`config.mk`:
```
export PLATFORM = sky130hd
export DESIGN_NAME = seq_div_mod
export DESIGN_NICKNAME = d
export VERILOG_FILES = /design/src/rtl/seq_div_pkg.sv /design/src/rtl/div_step.sv /design/src/rtl/seq_div_mod.sv
export SDC_FILE = /design/constraint.sdc
export NUM_CORES = 1
export LEC_CHECK = 0
export CELL_PAD_IN_SITES_DETAIL_PLACEMENT = 1
export CELL_PAD_IN_SITES_GLOBAL_PLACEMENT = 2
export CORE_ASPECT_RATIO = 0.7
export CORE_UTILIZATION = 33
export CTS_CLUSTER_DIAMETER = 80
export CTS_CLUSTER_SIZE = 14
export DETAILED_ROUTE_END_ITERATION = 8
export HOLD_SLACK_MARGIN = 0.05
export PLACE_DENSITY_LB_ADDON = 0.1
export SETUP_SLACK_MARGIN = 0.02
export SLEW_MARGIN = 20
export SYNTH_ARGS = -nofsm -noshare
export SYNTH_HDL_FRONTEND = slang
export SYNTH_SLANG_ARGS = --single-unit
export TNS_END_PERCENT = 10
```
`constraint.sdc`:
```
create_clock -name clk -period 3.11 [get_ports clk]
set_input_delay 0.933 -clock clk [delete_from_list [all_inputs] [get_ports clk]]
set_output_delay 0.933 -clock clk [all_outputs]
set_load 0.02 [all_outputs]
```
`src/rtl/seq_div_pkg.sv`:
```
// Shared types for the sequential divider: FSM state encoding.
package seq_div_pkg;

  localparam logic [1:0] StIdleEnc = 2'b00;
  localparam logic [1:0] StCalcEnc = 2'b01;
  localparam logic [1:0] StDoneEnc = 2'b10;

  typedef enum logic [1:0] {
    StIdle = StIdleEnc,
    StCalc = StCalcEnc,
    StDone = StDoneEnc
  } state_e;

endpackage

```
`src/rtl/div_step.sv`:
```
// One restoring-division iteration on unsigned magnitudes: shift the next dividend bit into the
// partial remainder, trial-subtract the divisor, keep the difference if it did not go negative.
module div_step #(
  parameter int unsigned WIDTH = 8
) (
  input  logic [WIDTH-1:0] rem_i,  // partial remainder, always < dvs_i
  input  logic [WIDTH-1:0] dvd_i,  // dividend bits not yet consumed, quotient bits in the low end
  input  logic [WIDTH-1:0] dvs_i,
  output logic [WIDTH-1:0] rem_o,
  output logic [WIDTH-1:0] dvd_o
);

  logic [WIDTH:0] rem_sh;
  logic [WIDTH:0] diff;
  logic           ge;

  // Shift, trial subtract, select.
  always_comb begin
    rem_sh = {rem_i, dvd_i[WIDTH-1]};
    diff   = rem_sh - {1'b0, dvs_i};
    ge     = (rem_sh >= {1'b0, dvs_i});
    rem_o  = ge ? diff[WIDTH-1:0] : rem_sh[WIDTH-1:0];
    dvd_o  = {dvd_i[WIDTH-2:0], ge};
  end

endmodule

```
`src/rtl/seq_div_mod.sv`:
```
// Sequential radix-2 restoring divider, one quotient bit per cycle, optional signed mode.
// Signs are stripped on operand capture and reapplied on entry to DONE.
module seq_div_mod #(
  parameter int unsigned WIDTH     = 8,
  parameter bit          SIGNED_EN = 1'b1
) (
  input  logic             clk,
  input  logic             rst,
  input  logic             start,
  input  logic             signed_mode,
  input  logic [WIDTH-1:0] dividend,
  input  logic [WIDTH-1:0] divisor,
  output logic             busy,
  output logic             done,
  output logic [WIDTH-1:0] quotient,
  output logic [WIDTH-1:0] remainder,
  output logic             div_by_zero
);
  import seq_div_pkg::*;

  localparam int unsigned     CntW    = $clog2(WIDTH);
  localparam logic [CntW-1:0] CntOne  = CntW'(1);
  localparam logic [CntW-1:0] CntLast = CntW'(WIDTH - 1);
  localparam logic [WIDTH-1:0] One    = WIDTH'(1);

  state_e           state_q, state_d;
  logic [CntW-1:0]  cnt_q, cnt_d;
  logic [WIDTH-1:0] rem_q, rem_d;
  logic [WIDTH-1:0] dvd_q, dvd_d;
  logic [WIDTH-1:0] dvs_q, dvs_d;
  logic             qneg_q, qneg_d;
  logic             rneg_q, rneg_d;
  logic [WIDTH-1:0] quotient_q, quotient_d;
  logic [WIDTH-1:0] remainder_q, remainder_d;
  logic             dbz_q, dbz_d;
  logic             busy_q, busy_d;
  logic             done_q, done_d;

  logic             sgn, a_neg, b_neg;
  logic [WIDTH-1:0] a_mag, b_mag;
  logic [WIDTH-1:0] step_rem, step_dvd;

  div_step #(
    .WIDTH(WIDTH)
  ) u_div_step (
    .rem_i(rem_q),
    .dvd_i(dvd_q),
    .dvs_i(dvs_q),
    .rem_o(step_rem),
    .dvd_o(step_dvd)
  );

  // Operand magnitudes; the most-negative value maps onto its unsigned magnitude.
  always_comb begin
    sgn   = SIGNED_EN && signed_mode;
    a_neg = sgn && dividend[WIDTH-1];
    b_neg = sgn && divisor[WIDTH-1];
    a_mag = a_neg ? (~dividend + One) : dividend;
    b_mag = b_neg ? (~divisor + One) : divisor;
  end

  // Next-state and registered-output logic.
  always_comb begin
    state_d     = state_q;
    cnt_d       = cnt_q;
    rem_d       = rem_q;
    dvd_d       = dvd_q;
    dvs_d       = dvs_q;
    qneg_d      = qneg_q;
    rneg_d      = rneg_q;
    quotient_d  = quotient_q;
    remainder_d = remainder_q;
    dbz_d       = dbz_q;
    busy_d      = 1'b0;
    done_d      = 1'b0;
    case (state_q)
      StIdle, StDone: begin
        if (start) begin
          if (divisor == '0) begin
            // No iterations needed; results are defined directly.
            state_d     = StDone;
            done_d      = 1'b1;
            quotient_d  = '1;
            remainder_d = dividend;
            dbz_d       = 1'b1;
          end else begin
            state_d = StCalc;
            busy_d  = 1'b1;
            cnt_d   = '0;
            rem_d   = '0;
            dvd_d   = a_mag;
            dvs_d   = b_mag;
            qneg_d  = a_neg ^ b_neg;
            rneg_d  = a_neg;
            dbz_d   = 1'b0;
          end
        end else begin
          state_d = StIdle;
        end
      end
      StCalc: begin
        busy_d = 1'b1;
        rem_d  = step_rem;
        dvd_d  = step_dvd;
        cnt_d  = cnt_q + CntOne;
        if (cnt_q == CntLast) begin
          state_d     = StDone;
          busy_d      = 1'b0;
          done_d      = 1'b1;
          quotient_d  = qneg_q ? (~step_dvd + One) : step_dvd;
          remainder_d = rneg_q ? (~step_rem + One) : step_rem;
        end
      end
      default: state_d = StIdle;
    endcase
  end

  // State registers with synchronous reset.
  always_ff @(posedge clk) begin
    if (rst) begin
      state_q     <= StIdle;
      cnt_q       <= '0;
      rem_q       <= '0;
      dvd_q       <= '0;
      dvs_q       <= '0;
      qneg_q      <= 1'b0;
      rneg_q      <= 1'b0;
      quotient_q  <= '0;
      remainder_q <= '0;
      dbz_q       <= 1'b0;
      busy_q      <= 1'b0;
      done_q      <= 1'b0;
    end else begin
      state_q     <= state_d;
      cnt_q       <= cnt_d;
      rem_q       <= rem_d;
      dvd_q       <= dvd_d;
      dvs_q       <= dvs_d;
      qneg_q      <= qneg_d;
      rneg_q      <= rneg_d;
      quotient_q  <= quotient_d;
      remainder_q <= remainder_d;
      dbz_q       <= dbz_d;
      busy_q      <= busy_d;
      done_q      <= done_d;
    end
  end

  assign busy        = busy_q;
  assign done        = done_q;
  assign quotient    = quotient_q;
  assign remainder   = remainder_q;
  assign div_by_zero = dbz_q;

endmodule

```
* Yosys cells after proc, flatten, opt, wreduce, memory -nomap -nowiden
Index checks and enable logic that the tools add are counted.
Word-level totals: register bits 50, input bits 20, output and inout port bits 19, word-level logic and storage cells 76
Operators by class: add/sub/neg operators 6, order comparisons 1, equal/unequal tests 7, mux-type cells 34, bitwise gates (word level) 6, reduce and logical (&&, ||, !) cells 10
Operators by type and width (count):
- $mux W8 | 15
- $pmux W8 S2 | 4
- $add A8 B1 Y8 const B | 4
- $not A8 Y8 | 4
- $ge A9 B8 Y1 | 1
- $logic_not A8 Y1 | 1
- $ne A2 B2 Y1 const B | 4
- $sub A8 B8 Y8 | 1
- $mux W1 | 6
- $mux W2 | 3
- $mux W3 | 2
- $pmux W3 S2 | 1
- $reduce_and A3 Y1 | 2
- $pmux W1 S2 | 2
- $pmux W2 S2 | 1
- $reduce_and A4 Y1 | 1
- $add A3 B1 Y3 const B | 1
- $eq A3 B3 Y1 const B | 1
- $eq A2 B1 Y1 const B | 1
- $eq A2 B2 Y1 const B | 1
- $logic_and A1 B1 Y1 | 2
- $logic_not A2 Y1 | 1
- $reduce_and A2 Y1 | 1
- $reduce_bool A2 Y1 | 1
- other kinds (3) | 3

* Longest topological paths before layout
depth in word-level cells 7, depth in mapped cells 15, mapped depth without buffers 14

* Modules after synthesis
From an unflattened synthesis, not the netlist that was laid out.
Unflattened totals: cells, all modules 390, area, all modules 3141.8 µm²
By module, submodules not included:
- seq_div_mod | times used 1, cells each 313, area an instance 2561.2 µm², sequential area each 1001.0 µm²
- div_step | times used 1, cells each 77, area an instance 580.6 µm², sequential area each 0.0 µm²

* Worst setup path before layout
No wires, ideal clock.
kind flip-flop to flip-flop, from register dvd_q[7], to register remainder_q[6] (netlist: remainder[6]), setup time 128 ps, data arrival time 2696 ps, data required time 2982 ps, setup slack 286 ps, stages on the path, launching flop included 15, path buffers 1, period minus slack after synthesis 2824 ps, path through dfxtp_1 inv_1 ha_1 nand2b_1 a21o_1 a21oi_4 nand2_4 buf_6 o21ai_0 ha_1 nand2_1 a211o_1 o311a_1 mux2i_1 o21ai_1
On the way: word-level cells in the longest chain between the ends 7, elaborated cells between the ends (all ways) 8, those cells by class add/sub (2); order compare (1); mux (4); bitwise (1)
RTL lines:
- start: declaration | line seq_div_mod.sv:29 | logic [WIDTH-1:0] dvd_q, dvd_d;
- start signal: assignment | line seq_div_mod.sv:137 | dvd_q <= dvd_d;
- $sub A8 B8 Y8 or $ge A9 B8 Y1 (tied branches) | line div_step.sv:20, div_step.sv:21
- $mux W8 * | line div_step.sv:22 | rem_o = ge ? diff[WIDTH-1:0] : rem_sh[WIDTH-1:0];
- $not A8 Y8 | line seq_div_mod.sv:111 | remainder_d = rneg_q ? (~step_rem + One) : step_rem;
- $add A8 B1 Y8 | line seq_div_mod.sv:111
- $mux W8 * | line seq_div_mod.sv:111
- $mux W8 * | line seq_div_mod.sv:106 | if (cnt_q == CntLast) begin
- $pmux W8 S2 * | line seq_div_mod.sv:76 | case (state_q)
- end signal: assignment | line seq_div_mod.sv:142 | remainder_q <= remainder_d;
- end: declaration | line seq_div_mod.sv:34 | logic [WIDTH-1:0] remainder_q, remainder_d;
Mark *: on every way between the ends. The rest lies on a longest branch, timed or not. The select of a mux whose other input is x is not followed. A chain may end at the register's enable or synchronous reset.

* Final worst setup path
from register rem_q[5], to register remainder_q[6] (netlist: remainder[6])
On the way: word-level cells in the longest chain between the ends 7, elaborated cells between the ends (all ways) 8, those cells by class add/sub (2); order compare (1); mux (4); bitwise (1)
RTL lines:
- start: declaration | line seq_div_mod.sv:28 | logic [WIDTH-1:0] rem_q, rem_d;
- start signal: assignment | line seq_div_mod.sv:136 | rem_q <= rem_d;
- $sub A8 B8 Y8 or $ge A9 B8 Y1 (tied branches) | line div_step.sv:20, div_step.sv:21
- $mux W8 * | line div_step.sv:22
- $not A8 Y8 | line seq_div_mod.sv:111
- $add A8 B1 Y8 | line seq_div_mod.sv:111
- $mux W8 * | line seq_div_mod.sv:111
- $mux W8 * | line seq_div_mod.sv:106
- $pmux W8 S2 * | line seq_div_mod.sv:76
Marks and branches as above.

==> impl_metrics.yaml <==
run_status:
  outcome: "finished clean"
global_routing:
  grt_max_degree: 32
  grt_pass1_wl_um: 17300
  gr-usage-met1_pct: 33.5
  antenna_found_initial: 0
  met2_usage_pct: 33.4
  grt_pass1_vias: 3158
  grt_use_met3_pct: 3.76
  grt.overflow.total: 0
  grt.total_usage_pct: 22.5
  grt-busiest-layer: "met1"
synth:
  synth_commonest_cells: "51 x nor2_1, 50 x dfxtp_1, 33 x nand2_1"
  yosysMostFrequentCell: "nor2_1"
  syn_nets: 439
  synth_cell_types: 62
  synth_top_area_share_pct: 31.5
  synth.cell_area_mm2: 0.00318
  synthTopCellsByArea: "dfxtp_1 32%, nor2_1 6.0%, ha_1 5.5%"
  synth_edf_count: 0
  ys.flop_type: "dfxtp_1"
  yosysSeqAreaShare_pct: 31.5
  yosys.area.top_type: "dfxtp_1"
  synthCells: 404
  syn_area_per_cell_um2: 7.86
  yosysWarnings: 0
  ys_ff_latch: 50
  ys_async_sr_fraction_pct: 0
timing:
  timing.setup.tns_ns: 0
  drv_slew: 0
  max_freq_ghz: 0.340
  timing.final.crit_share_pct: 94.5
  setup_viol: 0
  hold_viol: 0
  max_slew.worst_pin.slew_ns: 0.572
  rsz0062_at_grt: "false"
  skew_ns: 0.00550
  relSlewSlack_pct: 61.9
  min_period_ns: 2.94
route:
  viasPerCell: 5.39
  drt_first_pass_iters: 4
  drc: 0
  wl_per_cell_um: 18.3
  ant_nets: 0
  drtIter0Drc: 101
  wl_um: 10500
  vias: 3095
floorplanning:
  coreArea_mm2: 0.00922
  ios: 39
  dieArea_mm2: 0.0100
  row_count: 29
  die_y_um: 84.1
  start_util_pct: 34.5
  die_x_um: 119
setup_path:
  critPathRequiredTime_ns: 3.29
  crit_path_max_fanout: 8
  worstPathArrival_ns: 3.12
  end_kind: "flop"
  start_kind: "flop"
  path_class: "reg2reg"
power:
  ir_drop_mv: 0.218
  power_density_mw_per_mm2: 606
  finalPower_mw: 2.40
  p_leak_nw: 1.49
placed_design:
  dp_hpwl_um: 7960
  place.gp.congestion: 0.822
  port_buffers: 38
layout:
  area_growth_pct: 24.8
  antenna_cells: 0
  layout-drive-gt1-share_pct: 11.1
  final_nets: 485
clock_network:
  cts_made_buffers: 5
  cts-hold-fix-buffers: 0
  clockRootBuffer: "clkbuf_16"
  cts_num_sinks: 50
  tritoncts: "done"
  clock_path_buffers: 2
  htreeDepth: 2
  clk_latency_ns: 0.30
  cts.clk_slew.worst_paths_ns: 0.07
hold_path:
  holdCritPathClass: "reg2reg"
flow_run:
  cap_violations: 0
state kept, by name, indices dropped and copies added, names as in the netlist:
signal / count
quotient: 8
busy: 1
qneg_q: 1
dvs_q: 8
done: 1
rneg_q: 1
state_q: 2
rem_q: 8
dvd_q: 8
cnt_q: 3
remainder: 8
div_by_zero: 1
metal layers:
metal	wire length (um)	vias up	part of all wire [%]
met5	0	-	0
met1	5600	1502	53
met4	93	0	0.89
met2	4360	50	42
li1	-	1535	-
met3	441	8	4.2
area by class of cell:
cell class | count | area (um^2)
clock buffers | 6 | 139
clock inverters | 1 | 30.0
fillers | 1120 | 5250
inverters | 19 | 71.3
multi-input cells | 312 | 2010
flip-flops and latches | 50 | 1000
well taps | 124 | 155
repair buffers | 62 | 556
layout by cell type (no fill, tap or decap), types with 3 or more instances in the layout:
master            n
a211oi_1         13
a21o_1            3
a21oi_1          31
a311oi_1          4
a31oi_1           5
and2_1            3
buf_4            24
clkbuf_16         5
clkdlybuf4s50_1  37
dfxtp_1          50
ha_1             13
inv_1            18
mux2i_1           6
nand2_1          33
nand2b_1          6
nand3_1          19
nand3b_1          3
nor2_1           51
nor2b_1           7
nor3_1           10
o211ai_1          9
o21ai_0          12
o21ai_1           3
o22ai_1           4
o31ai_1           3
or3_1             7
xnor2_1          10
xor2_1           13
worst max-delay path, stage by stage, from the launching register on:
cell     delay [ns]
dfxtp_1        0.36
ha_2           0.33
a21oi_2        0.22
nor2b_2        0.09
nor3_4         0.33
nand2_4        0.15
mux2i_2        0.22
ha_1           0.22
nand2_1        0.07
a211o_1        0.27
o311a_1        0.32
mux2i_1        0.16
o21ai_1        0.08
report_power, final:
group / internal, mW / switching, mW / leakage [nW]
sequential: 0.691 / 0.0499 / 0.409
combinational: 0.411 / 0.599 / 1.00
clock: 0.398 / 0.253 / 0.0829
timing repair:
| item | in CTS | in global routing |
|---|---|---|
| buffers inserted | 0 | 2 |
| endpoints found under the setup margin | 0 | 2 |
| resized for setup | 0 | 3 |
path summary, 6_finish.rpt:
check	slack, ns	depth (start not counted)	start	to
worst max-delay path	0.17	12	rem_q[5]	remainder[6]
worst min-delay path	0.48	2	cnt_q[2]	cnt_q[2]
worst max register to register	0.17	12	rem_q[5]	remainder[6]
worst min register to register	0.48	2	cnt_q[2]	cnt_q[2]
kinds of logic (layout without fill, tap and decap cells):
kind of cell / Yosys count / in the layout / synth area share (%)
simple gates: 154 / 154 / 23.6
xor+xnor: 23 / 23 / 6.34
buf+inv: 42 / 88 / 5.32
compound gates: 112 / 112 / 24.5
fa+ha+maj: 15 / 15 / 6.14
mux: 8 / 8 / 2.64
flops: 50 / 50 / 31.5
per-stage QoR:
stage | utilization, % | instance area [um^2] | hold slack [ns] | cells | setup WS, ns
finish | 43.0 | 3970 | 0.485 | 574 | 0.172
CTS | 42.8 | 3940 | 0.491 | 572 | 0.0910
global placement | 41.0 | 3770 | 0.473 | 565 | 0.174
detailed placement | 41.0 | 3770 | 0.479 | 565 | 0.0985
global route | 43.0 | 3970 | 0.524 | 574 | 0.0188
floorplan | - | 3180 | 0.440 | 404 | 0.286
Note: power is estimated with default switching activity, not from simulation.
